[config.mk]
export PLATFORM = sky130hd
export DESIGN_NAME = serial_comp_digit
export DESIGN_NICKNAME = d
export VERILOG_FILES = /design/src/rtl/serial_comp_digit.sv
export SDC_FILE = /design/constraint.sdc
export NUM_CORES = 1
export LEC_CHECK = 0
export BUFFER_PORTS_ARGS = -buffer_cell sky130_fd_sc_hd__buf_2
export CAP_MARGIN = 15
export CORE_MARGIN = 2
export CORE_UTILIZATION = 45
export DETAILED_ROUTE_END_ITERATION = 6
export GPL_ROUTABILITY_DRIVEN = 0
export PLACE_DENSITY = 0.81
export SLEW_MARGIN = 10
export SYNTH_ARGS = -nofsm -noshare
export SYNTH_HDL_FRONTEND = slang
export SYNTH_SLANG_ARGS = --single-unit
export TNS_END_PERCENT = 20
[constraint.sdc]
create_clock -name clk -period 2.1 [get_ports clk]
set_clock_uncertainty 0.2 [all_clocks]
set_input_delay 0.21 -clock clk [delete_from_list [all_inputs] [get_ports clk]]
set_output_delay 0.21 -clock clk [all_outputs]
set_load 0.005 [all_outputs]
[src/rtl/serial_comp_digit.sv]
// Digit-serial magnitude comparator: A and B arrive LSB-first, DIGIT_W bits per accepted
// cycle, and a word of WORD_DIGITS digits yields a held final greater/equal/less result.
module serial_comp_digit #(
    parameter int DIGIT_W     = 1,
    parameter int WORD_DIGITS = 8,
    localparam int CNT_W      = (WORD_DIGITS > 1) ? $clog2(WORD_DIGITS) : 1
) (
    input  logic               clk,
    input  logic               reset_n,
    input  logic               clear,
    input  logic               in_valid,
    input  logic [DIGIT_W-1:0] a,
    input  logic [DIGIT_W-1:0] b,
    input  logic               signed_mode,
    output logic               greater,
    output logic               equal,
    output logic               less,
    output logic               done,
    output logic               res_greater,
    output logic               res_equal,
    output logic               res_less,
    output logic [CNT_W-1:0]   digit_cnt
);

    typedef enum logic [2:0] {
        EQUAL   = 3'b001,
        GREATER = 3'b010,
        LESS    = 3'b011
    } state_t;

    state_t             state_q, state_d;
    state_t             res_q, res_d;
    logic [CNT_W-1:0]   cnt_q, cnt_d;
    logic               sgn_q, sgn_d;
    logic               done_q, done_d;
    logic               last, word_signed, dig_gt, dig_lt;

    assign last = (cnt_q == CNT_W'(WORD_DIGITS - 1));

    // A one-digit word has no earlier digit to latch the mode from.
    assign word_signed = (WORD_DIGITS == 1) ? signed_mode : sgn_q;

    // Only the most significant digit carries the sign.
    always_comb begin
        if (last && word_signed) begin
            dig_gt = $signed(a) > $signed(b);
            dig_lt = $signed(a) < $signed(b);
        end else begin
            dig_gt = a > b;
            dig_lt = a < b;
        end
    end

    always_comb begin
        state_d = state_q;
        res_d   = res_q;
        cnt_d   = cnt_q;
        sgn_d   = sgn_q;
        done_d  = 1'b0;
        if (clear) begin
            state_d = EQUAL;
            cnt_d   = '0;
        end else if (in_valid) begin
            if (cnt_q == '0)
                sgn_d = signed_mode;
            if (last) begin
                if (dig_gt)      res_d = GREATER;
                else if (dig_lt) res_d = LESS;
                else             res_d = state_q;
                state_d = EQUAL;
                cnt_d   = '0;
                done_d  = 1'b1;
            end else begin
                if (dig_gt)      state_d = GREATER;
                else if (dig_lt) state_d = LESS;
                cnt_d = cnt_q + 1'b1;
            end
        end
    end

    always_ff @(posedge clk or negedge reset_n) begin
        if (!reset_n) state_q <= EQUAL;
        else          state_q <= state_d;
    end

    always_ff @(posedge clk or negedge reset_n) begin
        if (!reset_n) begin
            res_q  <= EQUAL;
            cnt_q  <= '0;
            sgn_q  <= 1'b0;
            done_q <= 1'b0;
        end else begin
            res_q  <= res_d;
            cnt_q  <= cnt_d;
            sgn_q  <= sgn_d;
            done_q <= done_d;
        end
    end

    assign greater     = (state_q == GREATER);
    assign equal       = (state_q == EQUAL);
    assign less        = (state_q == LESS);
    assign res_greater = (res_q == GREATER);
    assign res_equal   = (res_q == EQUAL);
    assign res_less    = (res_q == LESS);
    assign done        = done_q;
    assign digit_cnt   = cnt_q;

endmodule
==> flow_metrics.py <==
metrics = {
    "final_layout": {
        "antenna_cells": 0,
        "design_area_um2": 762,
        "areaGrowthSynthToFinish_pct": 23.3,
        "nFillCells": 117,
        "fin_util_pct": 59.3,
        "multiInputGateArea_um2": 317,
        "nets": 89,
        "layout-drive-gt1-share_pct": 33.3,
        "seqCellArea_um2": 278,
    },
    "synth": {
        "synth_ff_type": "dfrtp_1",
        "syn_avg_cell_area_um2": 10.8,
        "yosys_warnings": 0,
        "yosysSeqAreaShare_pct": 44.9,
        "syn_nets": 67,
        "synthTopCellsByCount": "dfrtp_1 (9), nor2_1 (5), nor3b_1 (4)",
        "synthArstFlopShare_pct": 100,
        "ys_types": 29,
        "synth.area.top_cells": "dfrtp_1 (36%), dfstp_2 (8.5%), ha_1 (6.1%), nor3b_1 (4.9%), and3b_1 (4.3%)",
        "synth_edf_count": 0,
        "yosysTopAreaCell": "dfrtp_1",
        "yosysMostFrequentCell": "dfrtp_1",
        "syn-cell-area_um2": 618,
        "synth_seq_cells": 11,
        "synth_top_area_share_pct": 36.4,
        "syn_inst": 57,
    },
    "min_path": {
        "worstHoldPathType": "in -> reg",
    },
    "global_routing": {
        "grt_antenna_before_repair": 0,
        "grt.overflow.total": 0,
        "track_usage_pct": 16.9,
        "grt_pass1_vias": 430,
        "grt_pass1_wl_mm": 1.76,
        "grt_max_degree": 12,
    },
    "drt": {
        "met3_length_um": 62,
        "wirelength_mm": 1.12,
        "top_layer": "met4",
        "drt-met1-wl_um": 466,
        "drc": 0,
        "vias_per_cell": 5.25,
        "detailroute.wirelength.met2_um": 570,
        "first_pass_iters": 4,
        "drt_iter0_drc": 2,
        "detail-route-antenna-nets": 0,
        "num_vias": 488,
        "routedWlPerCell_um": 12.0,
    },
    "clock_network": {
        "cts_made_buffers": 3,
        "cts_max_level": 1,
        "insertion_delay_ps": 270,
        "cts_buffer_depth": 2,
        "cts_hold_buffers": 3,
        "postCtsSetupRepairBufs": 0,
        "cts_tree": "yes",
        "clkTransAtPathRegs_ps": 70,
        "cts_sinks": 11,
        "cts_root_buf": "clkbuf_4",
        "post_cts_resized": 0,
    },
    "floorplanning": {
        "die_h_um": 41.1,
        "die_area_um2": 1690,
        "start_util_pct": 48.1,
        "io_pins": 17,
        "row_count": 13,
        "coreArea_um2": 1280,
        "die_w_um": 41.1,
    },
    "placement": {
        "hpwl_um": 826,
        "place_area_um2": 704,
        "port-buffer-count": 16,
    },
    "timing": {
        "fmax_mhz": 576,
        "worstMarginPinSlew_ps": 301,
        "slew_headroom_pct": 80.0,
        "drv_slew": 0,
        "finalCritPeriodShare_pct": 82.7,
        "setup_violations": 0,
        "fin_crit_ps": 1740,
        "fin_tns_setup_ps": 0,
        "rsz0062_at_grt": "false",
        "hold_violations": 0,
    },
    "power_and_ir_drop": {
        "ir_worst_vdd_mv": 0.441,
        "power_leakage_uw": 0.000391,
        "pwr_density_cell_nw_per_um2": 592,
    },
    "setup_path": {
        "endpoint_kind": "register",
        "start_kind": "register",
        "crit_type": "reg -> reg",
        "critical_path_required_ps": 2060,
        "critPathMaxFanout": 9,
        "cp.arrival_ps": 1700,
    },
    "run": {
        "maxCapViolCount": 0,
    },
    "status": {
        "run_status": "finished, final reports clean",
    },
}
## stage by stage
step                hold slack [ps]  std cells  setup slack, ps  total power (uW)
floorplan                      -286         57              446               278
global placement               -111         86              442               304
detailed placement             -111         86              376               307
CTS                            78.6         93              349               455
global route                   86.4         93              212               479
finish                         80.4         93              363               451
## area by class of cell
class                      instances  share of cell area (%)
clock inverter                     1                   0.657
multi-input combinational         41                    41.5
sequential                        11                    36.5
tap                               15                    2.46
inverter                           3                    1.48
clock buffer                       3                    2.96
timing repair buffer              19                    14.4
## worst max-delay path, cell delays in order (launching register included)
cell      delay (ps)
dfrtp_1          420
ha_1             170
ha_1             320
nand3b_1         230
a22o_1           280
## placed cells by master (no fill, tap or decap), drive strengths merged
cell type	n
buf	16
dfrtp	9
nor2	5
nor3b	4
inv	3
and3b	3
nand3b	3
nand2	3
ha	3
clkbuf	3
dlygate4sd3	3
o21ai	2
mux2i	2
dfstp	2
a21oi	2
a211oi	2
xor2	1
a22o	1
and4bb	1
mux2	1
nand2b	1
or2b	1
o22ai	1
o21bai	1
a21boi	1
nor2b	1
a311oi	1
o31ai	1
clkinv	1
## metal layers
layer | vias up | global-route usage (%)
li1 | 244 | -
met1 | 225 | 18.2
met2 | 15 | 28.9
met3 | 4 | 4.89
met4 | 0 | 10.0
met5 | - | 0
## where the power goes
part           leakage (uW)  switching [uW]  internal [uW]
Clock             0.0000177            74.6           70.6
Combinational      0.000231            32.7           36.5
Sequential         0.000142            11.8            225
## registers in the layout, indices dropped and copies added (netlist names)
name and count:
state_q 3, sgn_q 1, digit_cnt 3, done 1, res_q 3
## cell families after synthesis
| group | after synthesis | synth area share [%] |
|---|---|---|
| AO/OA/AOI/OAI | 12 | 14.6 |
| flip-flops | 11 | 44.9 |
| XOR/XNOR | 1 | 2.63 |
| adder cells (fa/ha/maj) | 3 | 6.07 |
| buffers and inverters | 5 | 3.85 |
| multiplexers | 3 | 5.06 |
| AND/OR/NAND/NOR | 22 | 22.9 |
## worst paths after layout
path	from	endpoint	slack, ps	depth (start not counted)
worst max-delay path	digit_cnt[0]	res_q[2]	360	4
worst min-delay path	in_valid	state_q[1]	80	2
worst max register to register	digit_cnt[0]	res_q[2]	360	4
worst min register to register	res_q[0]	res_q[0]	290	2
max in group asynchronous	reset_n	res_q[0]	1310	2
min in group asynchronous	reset_n	res_q[1]	130	2
No activity file was read; power rests on OpenSTA's default activity.
